--- config.mk ---
export PLATFORM = sky130hd
export DESIGN_NAME = mac_accum_engine_flat
export DESIGN_NICKNAME = d
export VERILOG_FILES = /design/src/rtl/mac_accum_engine_pkg.sv /design/src/rtl/mac_accum_engine_if.sv /design/src/rtl/mac_accum_engine_lane_acc.sv /design/src/rtl/mac_accum_engine.sv /design/src/flat_wrapper.sv
export SDC_FILE = /design/constraint.sdc
export NUM_CORES = 1
export LEC_CHECK = 0
export ABC_AREA = 1
export CAP_MARGIN = 25
export CORE_ASPECT_RATIO = 0.75
export CORE_MARGIN = 4
export CORE_UTILIZATION = 33
export CTS_CLUSTER_DIAMETER = 120
export CTS_CLUSTER_SIZE = 12
export DETAILED_ROUTE_END_ITERATION = 10
export PLACE_DENSITY_LB_ADDON = 0.25
export SKIP_LAST_GASP = 1
export SLEW_MARGIN = 20
export SYNTH_ARGS = -nofsm -noshare
export SYNTH_HDL_FRONTEND = slang
export SYNTH_HIERARCHICAL = 1
export SYNTH_SLANG_ARGS = --single-unit
--- constraint.sdc ---
create_clock -name clk -period 6.3 [get_ports clk]
set_clock_uncertainty 0.2 [all_clocks]
set_input_delay 1.26 -clock clk [delete_from_list [all_inputs] [get_ports clk]]
set_output_delay 1.26 -clock clk [all_outputs]
set_load 0.03 [all_outputs]
--- src/rtl/mac_accum_engine_pkg.sv ---
// Shared types and sizing helpers for the MAC accumulate engine.
// Mode index m (0..2) selects 8b/4b/2b slices throughout the design.
package mac_accum_engine_pkg;

    typedef enum logic [1:0] {
        MODE_2B  = 2'b00,
        MODE_4B  = 2'b01,
        MODE_8B  = 2'b10,
        MODE_RSV = 2'b11
    } mode_e;

    typedef enum logic [1:0] {
        ST_IDLE  = 2'b00,
        ST_ACCUM = 2'b01,
        ST_HOLD  = 2'b10
    } state_e;

    localparam int NUM_MODES = 3;
    localparam int MAX_LANES = 16;

    // m=0 -> 8-bit slices, m=1 -> 4-bit, m=2 -> 2-bit
    function automatic int slice_bits(input int m);
        return 8 >> m;
    endfunction

    function automatic int lane_cnt(input int m);
        return (8 / slice_bits(m)) * (8 / slice_bits(m));
    endfunction

    function automatic int lane_w(input int m, input int guard);
        return 2 * slice_bits(m) + guard;
    endfunction

    function automatic mode_e mode_of_idx(input int m);
        case (m)
            0:       return MODE_8B;
            1:       return MODE_4B;
            default: return MODE_2B;
        endcase
    endfunction

    // The reserved encoding runs as full 8-bit precision.
    function automatic mode_e norm_mode(input logic [1:0] m);
        return (m == MODE_RSV) ? MODE_8B : mode_e'(m);
    endfunction

endpackage

--- src/rtl/mac_accum_engine_if.sv ---
// Host-side control, beat input and result output of the MAC accumulate engine.
// master drives batches and beats; slave is the engine.
interface mac_accum_engine_if #(
    parameter int GUARD_BITS = 4,
    parameter int CNT_W      = 8
);
    localparam int OUT_W = 16 * (4 + GUARD_BITS);

    logic             clr;
    logic             start;
    logic [CNT_W-1:0] batch_len;
    logic [1:0]       mode;
    logic             sx;
    logic             sy;
    logic             in_valid;
    logic             in_ready;
    logic [7:0]       act;
    logic [7:0]       wgt;
    logic             out_valid;
    logic             out_ready;
    logic [OUT_W-1:0] out_data;
    logic             out_ovf;
    logic             busy;

    modport master (
        output clr, start, batch_len, mode, sx, sy, in_valid, act, wgt, out_ready,
        input  in_ready, out_valid, out_data, out_ovf, busy
    );

    modport slave (
        input  clr, start, batch_len, mode, sx, sy, in_valid, act, wgt, out_ready,
        output in_ready, out_valid, out_data, out_ovf, busy
    );

endinterface

--- src/rtl/mac_accum_engine_lane_acc.sv ---
// One accumulator lane: extends a 2P-bit slice product to LW bits, adds it,
// and flags wrap-around (signed overflow or unsigned carry-out).
module mac_lane_acc #(
    parameter int P = 2,
    parameter int G = 4
) (
    input  logic             clk,
    input  logic             nrst,
    input  logic             clr,
    input  logic             en,
    input  logic             sgn,
    input  logic [2*P-1:0]   prod,
    output logic [2*P+G-1:0] acc,
    output logic             ovf
);
    localparam int LW = 2 * P + G;

    logic [LW-1:0] acc_q, acc_d;
    logic [LW-1:0] ext;
    logic [LW:0]   sum;

    always_comb begin
        ext = sgn ? {{G{prod[2*P-1]}}, prod} : {{G{1'b0}}, prod};
        sum = {1'b0, acc_q} + {1'b0, ext};
        if (sgn)
            ovf = (acc_q[LW-1] == ext[LW-1]) && (sum[LW-1] != acc_q[LW-1]);
        else
            ovf = sum[LW];

        acc_d = acc_q;
        if (clr)
            acc_d = '0;
        else if (en)
            acc_d = sum[LW-1:0];
    end

    always_ff @(posedge clk or negedge nrst) begin
        if (!nrst) acc_q <= '0;
        else       acc_q <= acc_d;
    end

    assign acc = acc_q;

endmodule

--- src/rtl/mac_accum_engine.sv ---
// Batch MAC engine: per-mode lane banks accumulate slice products over N beats,
// then the packed lane sums are held on a valid/ready result port.
module mac_accum_engine
    import mac_accum_engine_pkg::*;
#(
    parameter int GUARD_BITS = 4,
    parameter int CNT_W      = 8
) (
    input  logic                clk,
    input  logic                nrst,
    mac_accum_engine_if.slave   bus
);
    localparam int OUT_W = 16 * (4 + GUARD_BITS);
    localparam logic [CNT_W-1:0] CNT_ONE = CNT_W'(1);

    state_e           state_q, state_d;
    logic [CNT_W-1:0] ctr_q, ctr_d;
    logic [CNT_W-1:0] len_q, len_d;
    mode_e            mode_q, mode_d;
    logic             sx_q, sx_d;
    logic             sy_q, sy_d;
    logic             ovf_q, ovf_d;

    logic             beat;
    logic             acc_clr;
    logic             ovf_hit;
    logic [OUT_W-1:0] out_mux;
    logic [OUT_W-1:0] mode_pk [NUM_MODES];
    logic             mode_ovf [NUM_MODES];

    assign beat = bus.in_valid && (state_q == ST_ACCUM);

    // One bank of lanes per precision; only the latched mode's bank advances.
    for (genvar m = 0; m < NUM_MODES; m++) begin : g_mode
        localparam int P  = slice_bits(m);
        localparam int S  = 8 / P;
        localparam int NL = lane_cnt(m);
        localparam int LW = lane_w(m, GUARD_BITS);

        logic [NL-1:0][LW-1:0] acc;
        logic [NL-1:0]         lane_ovf;
        logic                  lane_en;

        assign lane_en = beat && (mode_q == mode_of_idx(m));

        for (genvar i = 0; i < S; i++) begin : g_act
            for (genvar j = 0; j < S; j++) begin : g_wgt
                logic signed [2*P-1:0] a_e, w_e, prod;

                assign a_e  = {{P{sx_q & bus.act[i*P+P-1]}}, bus.act[i*P +: P]};
                assign w_e  = {{P{sy_q & bus.wgt[j*P+P-1]}}, bus.wgt[j*P +: P]};
                assign prod = a_e * w_e;

                mac_lane_acc #(.P(P), .G(GUARD_BITS)) u_lane (
                    .clk  (clk),
                    .nrst (nrst),
                    .clr  (acc_clr),
                    .en   (lane_en),
                    .sgn  (sx_q | sy_q),
                    .prod (prod),
                    .acc  (acc[i*S+j]),
                    .ovf  (lane_ovf[i*S+j])
                );
            end
        end

        assign mode_pk[m]  = OUT_W'(acc);
        assign mode_ovf[m] = |lane_ovf;
    end

    always_comb begin
        out_mux = '0;
        ovf_hit = 1'b0;
        for (int m = 0; m < NUM_MODES; m++) begin
            if (mode_q == mode_of_idx(m)) begin
                out_mux = mode_pk[m];
                ovf_hit = mode_ovf[m];
            end
        end
    end

    always_comb begin
        state_d = state_q;
        ctr_d   = ctr_q;
        len_d   = len_q;
        mode_d  = mode_q;
        sx_d    = sx_q;
        sy_d    = sy_q;
        ovf_d   = ovf_q;
        acc_clr = 1'b0;

        case (state_q)
            ST_IDLE: begin
                if (bus.start) begin
                    acc_clr = 1'b1;
                    state_d = (bus.batch_len == '0) ? ST_HOLD : ST_ACCUM;
                end
            end
            ST_ACCUM: begin
                if (beat) begin
                    ctr_d = ctr_q + CNT_ONE;
                    ovf_d = ovf_q | ovf_hit;
                    if (ctr_q == len_q - CNT_ONE)
                        state_d = ST_HOLD;
                end
            end
            ST_HOLD: begin
                if (bus.out_ready) begin
                    state_d = ST_IDLE;
                    // Back-to-back batch: the handshake cycle doubles as a start cycle.
                    if (bus.start) begin
                        acc_clr = 1'b1;
                        state_d = (bus.batch_len == '0) ? ST_HOLD : ST_ACCUM;
                    end
                end
            end
            default: state_d = ST_IDLE;
        endcase

        if (acc_clr) begin
            ctr_d  = '0;
            ovf_d  = 1'b0;
            len_d  = bus.batch_len;
            mode_d = norm_mode(bus.mode);
            sx_d   = bus.sx;
            sy_d   = bus.sy;
        end

        if (bus.clr) begin
            state_d = ST_IDLE;
            ctr_d   = '0;
            ovf_d   = 1'b0;
            acc_clr = 1'b1;
        end
    end

    always_ff @(posedge clk or negedge nrst) begin
        if (!nrst) begin
            state_q <= ST_IDLE;
            ctr_q   <= '0;
            len_q   <= '0;
            mode_q  <= MODE_8B;
            sx_q    <= 1'b0;
            sy_q    <= 1'b0;
            ovf_q   <= 1'b0;
        end else begin
            state_q <= state_d;
            ctr_q   <= ctr_d;
            len_q   <= len_d;
            mode_q  <= mode_d;
            sx_q    <= sx_d;
            sy_q    <= sy_d;
            ovf_q   <= ovf_d;
        end
    end

    assign bus.in_ready  = (state_q == ST_ACCUM);
    assign bus.out_valid = (state_q == ST_HOLD);
    assign bus.busy      = (state_q != ST_IDLE);
    assign bus.out_data  = out_mux;
    assign bus.out_ovf   = ovf_q;

endmodule

--- src/flat_wrapper.sv ---
// flat-port wrapper written by rule: the top's interface ports become plain ports
module mac_accum_engine_flat import mac_accum_engine_pkg::*;
#(
    parameter int GUARD_BITS = 4,
    parameter int CNT_W      = 8
)
  (clk, nrst, bus_clr, bus_start, bus_batch_len, bus_mode, bus_sx, bus_sy, bus_in_valid, bus_act, bus_wgt, bus_out_ready, bus_in_ready, bus_out_valid, bus_out_data, bus_out_ovf, bus_busy);
  mac_accum_engine_if #(.GUARD_BITS(GUARD_BITS), .CNT_W(CNT_W)) bus_i ();
  input  logic clk;
  input  logic nrst;
  input wire logic [$bits(bus_i.clr)-1:0] bus_clr;
  input wire logic [$bits(bus_i.start)-1:0] bus_start;
  input wire logic [$bits(bus_i.batch_len)-1:0] bus_batch_len;
  input wire logic [$bits(bus_i.mode)-1:0] bus_mode;
  input wire logic [$bits(bus_i.sx)-1:0] bus_sx;
  input wire logic [$bits(bus_i.sy)-1:0] bus_sy;
  input wire logic [$bits(bus_i.in_valid)-1:0] bus_in_valid;
  input wire logic [$bits(bus_i.act)-1:0] bus_act;
  input wire logic [$bits(bus_i.wgt)-1:0] bus_wgt;
  input wire logic [$bits(bus_i.out_ready)-1:0] bus_out_ready;
  output wire logic [$bits(bus_i.in_ready)-1:0] bus_in_ready;
  output wire logic [$bits(bus_i.out_valid)-1:0] bus_out_valid;
  output wire logic [$bits(bus_i.out_data)-1:0] bus_out_data;
  output wire logic [$bits(bus_i.out_ovf)-1:0] bus_out_ovf;
  output wire logic [$bits(bus_i.busy)-1:0] bus_busy;
  assign bus_i.clr = bus_clr;
  assign bus_i.start = bus_start;
  assign bus_i.batch_len = bus_batch_len;
  assign bus_i.mode = bus_mode;
  assign bus_i.sx = bus_sx;
  assign bus_i.sy = bus_sy;
  assign bus_i.in_valid = bus_in_valid;
  assign bus_i.act = bus_act;
  assign bus_i.wgt = bus_wgt;
  assign bus_i.out_ready = bus_out_ready;
  assign bus_in_ready = bus_i.in_ready;
  assign bus_out_valid = bus_i.out_valid;
  assign bus_out_data = bus_i.out_data;
  assign bus_out_ovf = bus_i.out_ovf;
  assign bus_busy = bus_i.busy;
  mac_accum_engine #(.GUARD_BITS(GUARD_BITS), .CNT_W(CNT_W)) u_core (.clk(clk), .nrst(nrst), .bus(bus_i));
endmodule
==> results of run 1 <==
==> Yosys cell counts, types with 6 or more instances <==
master,n,area [um^2]
a21oi_1,151,756
a21oi_2,21,184
a22o_1,69,604
a31o_2,16,140
a31oi_1,19,119
clkbuf_1,34,128
dfrtp_1,218,5460
fa_1,155,3100
ha_1,221,2770
inv_1,700,2630
inv_2,28,105
nand2_1,885,3320
nand2_2,88,551
nand3_1,287,1440
nand3_2,41,410
nand4_1,41,257
nor2_1,269,1010
nor2_2,14,87.6
nor2_4,20,225
nor3_1,8,40.0
nor4_1,6,37.5
o21ai_0,101,505
o21ai_1,23,115
o21ai_2,41,359
o21bai_1,16,120
o22ai_1,36,225
or2_2,10,62.6
xnor2_1,76,666
xor2_1,40,350
==> through the flow <==
stage               TNS (ps)  hold slack [ps]  power (uW)  area, um^2  util [%]
finish                  -853              316       17400       35300      44.9
global route           -2880              347       19000       35300      44.9
CTS                     -692              321       17100       35200      44.7
detailed placement    -22280              302       14900       34000      43.2
global placement      -21880              299       14800       34000      43.2
floorplan              -1520              268        9140       26600         -
==> worst min-delay path: cells and delay by family, from the launching register on <==
family,cells,cell delay (ps)
simple gates,1,50
flops,1,370
compound gates,1,60
==> cell families after synthesis <==
logic type / Yosys count / share of synthesized area, %
adders and majority gates: 376 / 22.3
DFF: 219 / 20.9
AOI/OAI and AO/OA: 518 / 12.7
and+or+nand+nor: 1683 / 28.8
buffers and inverters: 774 / 11.1
xor gates and xnor gates: 121 / 4.18
==> flip-flops by register name, indices dropped and copies added (netlist names) <==
register	count
u_core/g_mode.g_act.g_wgt.u_lane/acc	196
u_core/ctr_q	8
u_core/len_q	8
u_core/mode_q	2
u_core/state_q	2
u_core/bus.out_ovf	1
u_core/sx_q	1
u_core/sy_q	1
==> final timing paths <==
check                                                                        end  slack (ps)  depth (start not counted)
worst max-delay path                                          u_core/bus.out_ovf        -310                         38
worst min-delay path            u_core/g_mode[2].g_act[2].g_wgt[3].u_lane/acc[2]         320                          2
worst max register to register                                u_core/bus.out_ovf         -50                         37
worst min register to register  u_core/g_mode[2].g_act[2].g_wgt[3].u_lane/acc[2]         320                          2
max in group asynchronous       u_core/g_mode[2].g_act[2].g_wgt[3].u_lane/acc[4]        4240                          2
min in group asynchronous       u_core/g_mode[2].g_act[0].g_wgt[3].u_lane/acc[2]         450                          1
==> report_power, final <==
part | internal (uW) | switching, uW | total, uW
Sequential | 1550 | 183 | 1730
Clock | 665 | 643 | 1310
Combinational | 6450 | 7940 | 14400
==> routing by layer <==
layer  global-route usage, %  wire length [um]  vias up
li1                        -                 -    13364
met1                    31.6             44700    12426
met2                    31.3             36900      547
met3                    3.44              5420       45
met4                    2.81              1220        0
met5                       0                 0        -
==> final cells by class <==
cell class | count | share of cell area, %
Tap cell | 1046 | 3.70
Multi-Input combinational cell | 2698 | 52.5
Inverter | 729 | 7.76
Antenna cell | 1 | 0.00708
Sequential cell | 219 | 15.5
Clock inverter | 1 | 0.0319
Timing Repair Buffer | 808 | 18.8
Clock buffer | 31 | 1.71
==> repair_timing <==
item,4_1_cts,5_1_grt
pin swaps,75,22
resized for setup,141,52
setup endpoints to repair,16,17
hold endpoints to repair,0,0
gates cloned,1,0
buffers inserted,27,7
==> flow_metrics.py, run 1 <==
metrics = {
    "clock_tree": {
        "cts_tree": "built",
        "clock_path_buffers": 3,
        "cts_buffers": 22,
        "cts_hold_buf": 0,
        "cts-htree-levels": 1,
        "clock_sinks": 219,
        "clk_pin_slew_ps": 70,
        "root_buffer": "clkbuf_16",
        "clk_latency_ps": 560,
    },
    "setup_path": {
        "max_stage_delay_ps": 540,
        "path_common_cell": "nand2_1",
        "criticalPathCategory": "in2reg",
        "cp_max_fo": 4,
        "startpoint_type": "input port",
        "crit_start": "bus_wgt[7]",
        "critical_path_arrival_ps": 6820,
        "crit_slowest_cell": "fa_1",
        "crit_required_ps": 6510,
        "end_kind": "flip-flop",
        "crit_family": "adder cells",
        "worst-path-buf-inv": 8,
        "rr_startpoint": "u_core/sy_q",
    },
    "drt": {
        "firstDrtPassIters": 5,
        "routed_via_density": 4.77,
        "drc_errors": 0,
        "wl_per_cell_um": 15.9,
        "initialDrtViolationCount": 1751,
        "drt-total-wl_um": 88200,
        "drtAntennaViolNets": 0,
        "num_vias": 26382,
    },
    "timing": {
        "tightestPinTransition_ps": 943,
        "rsz0062_at_grt": "true",
        "hold_viol": 0,
        "fin_crit_sh_pct": 105,
        "fmax_ghz": 0.151,
        "slew_headroom_pct": 36.9,
        "min_period_ps": 6610,
        "setup_ws_ps": -309,
        "setup_viol": 6,
        "timing.final.max_slew_violations": 0,
    },
    "global_routing": {
        "first_global_vias": 25358,
        "grt_pass1_wl_um": 140000,
        "gr-usage-all-layers_pct": 20.7,
        "antenna_found_initial": 2,
        "grt_max_degree": 112,
        "grt_remaining_overflow": 0,
    },
    "synthesis": {
        "yosys_most_used_dff": "dfrtp_1",
        "ys_warn_count": 6,
        "ys_types": 53,
        "synth_edf_count": 0,
        "synth_area_per_cell_um2": 7.12,
        "synth_area_um2": 26300,
        "synth_nets": 4101,
        "synth.yosys.seq_area_share_pct": 20.9,
        "synth_async_sr_flop_share_pct": 100,
        "yosys_register_bits": 219,
        "synth_cells": 3691,
    },
    "worst_hold_path": {
        "hold_class": "reg2reg",
        "hold_start": "u_core/g_mode[2].g_act[2].g_wgt[3].u_lane/acc[2]",
    },
    "layout": {
        "stdcell_count": 5533,
        "fillCellCount": 7975,
        "regArea_um2": 5480,
        "drive_above_1_share_pct": 24.7,
        "multi_input_area_um2": 18600,
        "layout_common_cells": "nand2_1 (854), inv_1 (674), buf_4 (621), nand3_1 (282), nor2_1 (247)",
        "syn2layout_area_growth_pct": 34.5,
        "fin_nets": 4888,
        "layout.cells.most_common": "nand2_1",
    },
    "run_status": {
        "violations": "setup timing",
        "outcome": "finished, violations left",
    },
    "floorplanning": {
        "io_pins": 166,
        "core_um2": 78700,
        "die_height_um": 252,
        "rows": 89,
        "start_util_pct": 33.4,
        "dieArea_um2": 84200,
        "die_w_um": 334,
    },
    "place": {
        "dp_hpwl_um": 71800,
        "dpl.cell_count": 5469,
        "port_buffers": 165,
        "dpl_worst_slack_ps": -1530,
        "gp_congestion": 0.942,
    },
    "power_and_ir_drop": {
        "p_leak_uw": 0.0184,
        "ir_worst_vdd_mv": 0.598,
        "power.density_nw_per_um2": 493,
    },
    "run": {
        "maxCapViolCount": 0,
    },
}
Note: power is estimated with default switching activity, not from simulation.
==> run 2, diff against run 1 <==
- DONT_BUFFER_PORTS: default -> 1
==> flow_metrics.py, run 2 (same netlist as run 1, synthesis figures left out) <==
metrics = {
    "layout": {
        "fin_util_pct": 39.6,
        "drive_above_1_share_pct": 18.8,
        "syn2layout_area_growth_pct": 18.7,
        "largest_register_ffs": 196,
        "layout_common_cells": "nand2_1 (863), inv_1 (679), buf_4 (327), nand3_1 (282), nor2_1 (248)",
        "design_area_um2": 31200,
        "fin_nets": 4414,
        "fillCellCount": 8179,
        "diodes": 0,
        "stdcell_count": 5058,
        "layout.cells.most_common": "nand2_1",
    },
    "power_and_ir_drop": {
        "combinationalPowerShare_pct": 81.2,
        "power.density_nw_per_um2": 521,
        "p_sw_uw": 8460,
        "ir_worst_vdd_mv": 0.499,
        "clkPwrFrac_pct": 8.1,
        "total_power_uw": 16200,
        "p_leak_uw": 0.0163,
        "p_seq_share_pct": 10.7,
        "switching_share_pct": 52.1,
        "internal-power_uw": 7770,
    },
    "timing": {
        "whs_ps": 209,
        "tightestPinTransition_ps": 997,
        "setup_viol": 2,
        "fmax_ghz": 0.155,
        "slew_headroom_pct": 32.8,
        "min_period_ps": 6470,
        "timing.final.max_slew_violations": 0,
        "setup_ws_ps": -172,
        "rsz0062_at_grt": "true",
        "hold_viol": 0,
        "fin_crit_sh_pct": 103,
    },
    "global_routing": {
        "use_met2_pct": 29.0,
        "grt_pass1_wl_um": 134000,
        "antenna_found_initial": 3,
        "gr-usage-all-layers_pct": 20.0,
        "top_usage_layer": "met1",
        "use_met3_pct": 4.51,
        "first_global_vias": 23394,
        "grt_remaining_overflow": 0,
        "grt_max_degree": 220,
        "met1_usage_pct": 30.5,
    },
    "drt": {
        "num_vias": 24581,
        "wl_per_cell_um": 16.9,
        "initialDrtViolationCount": 1765,
        "drtAntennaViolNets": 0,
        "drc_errors": 0,
        "firstDrtPassIters": 5,
        "drt-total-wl_um": 85700,
        "routed_via_density": 4.86,
    },
    "floorplanning": {
        "rows": 89,
        "die_w_um": 334,
        "start_util_pct": 33.4,
        "io_pins": 166,
        "core_um2": 78700,
        "die_height_um": 252,
        "dieArea_um2": 84200,
    },
    "setup_path": {
        "crit_slowest_cell": "fa_1",
        "worstRegToRegCells": 35,
        "path_common_cell": "nand2_1",
        "criticalPathCategory": "in2reg",
        "reg2reg_slack_ps": 10,
        "end_kind": "flip-flop",
        "r2r_end": "u_core/bus.out_ovf",
        "rr_startpoint": "u_core/sy_q",
        "critical_path_arrival_ps": 6760,
        "crit_required_ps": 6580,
        "max_stage_delay_ps": 550,
        "cp_max_fo": 10,
        "startpoint_type": "input port",
    },
    "clock_tree": {
        "cts_buffers": 22,
        "clk_pin_slew_ps": 80,
        "clock_sinks": 219,
        "root_buffer": "clkbuf_16",
        "clk_latency_ps": 560,
        "cts_tree": "built",
        "clock_path_buffers": 3,
        "cts-htree-levels": 1,
    },
    "place": {
        "gp_congestion": 0.929,
        "dp_hpwl_um": 69100,
        "place_area_um2": 30100,
        "dpl.cell_count": 5012,
        "port_buffers": 0,
    },
    "run": {
        "maxCapViolCount": 0,
    },
    "run_status": {
        "outcome": "finished, violations left",
        "violations": "setup timing",
    },
    "worst_hold_path": {
        "hold_class": "in2async",
    },
}
==> run 2: cell count changes in the layout (fill, tap and decap cells not counted), sizes merged <==
cell,change
clkbuf,-4
bufbuf,-1
diode,-1
buf,-319
clkdlybuf4s50,-148
clkdlybuf4s15,-2
==> run 2: worst max path at each step <==
stage          startpoint                 end  slack (ps)
4_1_cts        bus_act[7]  u_core/bus.out_ovf         -30
2_1_floorplan  bus_act[7]  u_core/bus.out_ovf        -640
3_5_place_dp   bus_wgt[7]  u_core/bus.out_ovf        -860
3_3_place_gp   bus_wgt[7]  u_core/bus.out_ovf        -770
6_report       bus_act[7]  u_core/bus.out_ovf        -170
5_1_grt        bus_act[7]  u_core/bus.out_ovf        -430
==> run 2: final cells by class <==
type	instances	area (um^2)	area share (%)
clock buffers	31	606	1.94
clock inverters	1	11.3	0.0361
inverters	729	2750	8.82
multi-input cells	2698	18500	59.2
flip-flops and latches	219	5480	17.6
well taps	1046	1310	4.20
repair buffers	334	2550	8.18
==> run 2: metrics by stage <==
stage          TNS, ps  setup WS [ps]
5_1_grt          -1010           -428
3_3_place_gp     -4890           -774
4_1_cts          -26.0          -26.0
2_1_floorplan    -1520           -645
3_5_place_dp     -5410           -856
6_report          -190           -172
==> run 2: power by group through the flow <==
stage,Clock (uW),Sequential (uW),Combinational (uW)
after global routing,1410,1750,14600
after global placement,0,1750,12100
final,1320,1730,13200
after detailed placement,0,1750,12100
after floorplan,0,1690,7440
after CTS,1380,1730,12500
==> run 2: critical path: cells and delay by family <==
family,cells,cell delay (ps)
AO/OA/AOI/OAI,5,520
adder cells (fa/ha/maj),7,3100
buffers and inverters,6,310
AND/OR/NAND/NOR,17,1530
==> run 2: repair_timing <==
action / 4_1_cts / 5_1_grt
setup endpoints to repair: 2 / 8
setup buffers: 9 / 6
gates cloned: 0 / 0
hold buffers: 0 / 0
gates resized for setup: 37 / 56
pin swaps: 46 / 24
==> run 2: metal layers <==
layer / vias to the layer above / share of wire, %
li1: 12441 / -
met1: 11445 / 50
met2: 616 / 40
met3: 75 / 7.8
met4: 4 / 1.8
met5: - / 0.025
==> run 3, diff against run 2 <==
- clock period: 6.3 -> 6.7 ns (I/O delays scaled with it)
==> flow_metrics.py, run 3 (same netlist as run 1, synthesis figures left out) <==
metrics = {
    "power_and_ir_drop": {
        "switching_share_pct": 52.4,
        "clkPwrFrac_pct": 8.4,
        "internal-power_uw": 7040,
        "p_seq_share_pct": 11.1,
        "p_sw_uw": 7750,
        "ir_worst_vdd_mv": 0.386,
        "combinationalPowerShare_pct": 80.5,
        "total_power_uw": 14800,
        "power.density_nw_per_um2": 481,
        "p_leak_uw": 0.0161,
    },
    "timing": {
        "timing.final.max_slew_violations": 0,
        "rsz0062_at_grt": "true",
        "setup_viol": 0,
        "fmax_ghz": 0.152,
        "hold_viol": 0,
        "min_period_ps": 6600,
        "setup_ws_ps": 105,
        "tightestPinTransition_ps": 983,
        "slew_headroom_pct": 34.4,
        "fin_crit_sh_pct": 98.4,
    },
    "drt": {
        "wl_per_cell_um": 17.0,
        "drtAntennaViolNets": 0,
        "firstDrtPassIters": 5,
        "drc_errors": 0,
        "initialDrtViolationCount": 1979,
        "highest_layer": "met5",
        "num_vias": 24486,
        "wl_met2_um": 34500,
        "drt-total-wl_um": 85400,
        "met1_length_um": 43800,
        "routed_via_density": 4.88,
        "route.met3.wl_um": 5880,
    },
    "global_routing": {
        "antenna_found_initial": 1,
        "grt_max_degree": 220,
        "first_global_vias": 22772,
        "grt_pass1_wl_um": 133000,
        "gr-usage-all-layers_pct": 19.9,
        "grt_remaining_overflow": 0,
    },
    "layout": {
        "design_area_um2": 30700,
        "fin_nets": 4374,
        "largest_register_ffs": 196,
        "fillCellCount": 8238,
        "layout_common_cells": "nand2_1 (866), inv_1 (682), buf_4 (293), nand3_1 (284), nor2_1 (256)",
        "stdcell_count": 5018,
        "layout.cells.most_common": "nand2_1",
        "syn2layout_area_growth_pct": 17.0,
        "diodes": 0,
        "drive_above_1_share_pct": 17.5,
        "fin_util_pct": 39.0,
    },
    "floorplanning": {
        "io_pins": 166,
        "die_w_um": 334,
        "dieArea_um2": 84200,
        "core_um2": 78700,
        "die_height_um": 252,
        "rows": 89,
        "start_util_pct": 33.4,
    },
    "place": {
        "place_area_um2": 29800,
        "dpl.cell_count": 4975,
        "dp_hpwl_um": 68400,
        "gp_congestion": 0.911,
        "port_buffers": 0,
        "dpl_worst_slack_ps": -518,
    },
    "setup_path": {
        "crit_start": "bus_act[7]",
        "end_kind": "flip-flop",
        "crit_slowest_cell": "fa_2",
        "criticalPathCategory": "in2reg",
        "crit_required_ps": 6990,
        "rr_startpoint": "u_core/sx_q",
        "cp_max_fo": 10,
        "reg2reg_slack_ps": 290,
        "startpoint_type": "input port",
        "critical_path_arrival_ps": 6880,
        "max_stage_delay_ps": 620,
    },
    "clock_tree": {
        "clk_latency_ps": 570,
        "root_buffer": "clkbuf_16",
        "cts_buffers": 22,
        "cts_hold_buf": 0,
        "clk_pin_slew_ps": 80,
        "cts_tree": "built",
        "clock_path_buffers": 3,
        "cts-htree-levels": 1,
        "clock_sinks": 219,
    },
    "run": {
        "maxCapViolCount": 0,
    },
    "worst_hold_path": {
        "hold_class": "in2async",
    },
    "run_status": {
        "outcome": "completed",
    },
}
run 3: cell types whose count changed in the layout (fill, tap and decap cells not counted), sizes merged:
| cell | delta |
|---|---|
| buf | -40 |
| clkbuf | -1 |
| clkinv | +3 |
| inv | -2 |
run 3: final cells by class:
type                       count  area [um^2]  area share, %
clock buffer                  30          602           1.96
clock inverter                 2         13.8         0.0448
inverter                     729         2750           8.95
multi-input combinational   2698        18400           59.8
sequential                   219         5480           17.8
tap                         1046         1310           4.26
timing repair buffer         294         2210           7.19
run 3: path summary, 6_finish.rpt:
| path | to | cells after the start |
|---|---|---|
| worst max register to register | u_core/bus.out_ovf | 32 |
| min in group clk | u_core/g_mode[1].g_act[1].g_wgt[1].u_lane/acc[3] | 2 |
| worst min-delay path | u_core/g_mode[2].g_act[1].g_wgt[2].u_lane/acc[0] | 0 |
| max in group asynchronous | u_core/mode_q[1] | 0 |
| worst min register to register | u_core/g_mode[1].g_act[1].g_wgt[1].u_lane/acc[3] | 2 |
| worst max-delay path | u_core/bus.out_ovf | 32 |
run 3: stage by stage:
step	hold slack (ps)	setup TNS, ps
after global placement	298	-2020
final	286	0
after CTS	236	0
after detailed placement	301	-2140
after global routing	253	-283
after floorplan	268	-325
run 3: per-layer routing:
metal	GRT usage (%)	vias up
li1	-	12355
met1	30.9	11511
met2	28.7	566
met3	4.21	52
met4	2.58	2
met5	0	-
run 3: worst max-delay path, delay by kind of cell:
kind            cells  cell delay, ps
compound gates      5             680
fa+ha+maj           7            2930
buf+inv             8             660
xor+xnor            1             190
simple gates       11            1060
run 3: what timing repair did:
action                     in CTS  in global routing
setup endpoints to repair       0                  5
resized for setup               0                 64
setup buffers                   0                 11
run 3: power groups by stage:
| stage | registers, uW | logic [uW] | clock network [uW] |
|---|---|---|---|
| global route | 1660 | 13200 | 1340 |
| finish | 1640 | 11900 | 1240 |
| global placement | 1650 | 11100 | 0 |
| detailed placement | 1650 | 11100 | 0 |
| CTS | 1630 | 11200 | 1310 |
| floorplan | 1590 | 6890 | 0 |
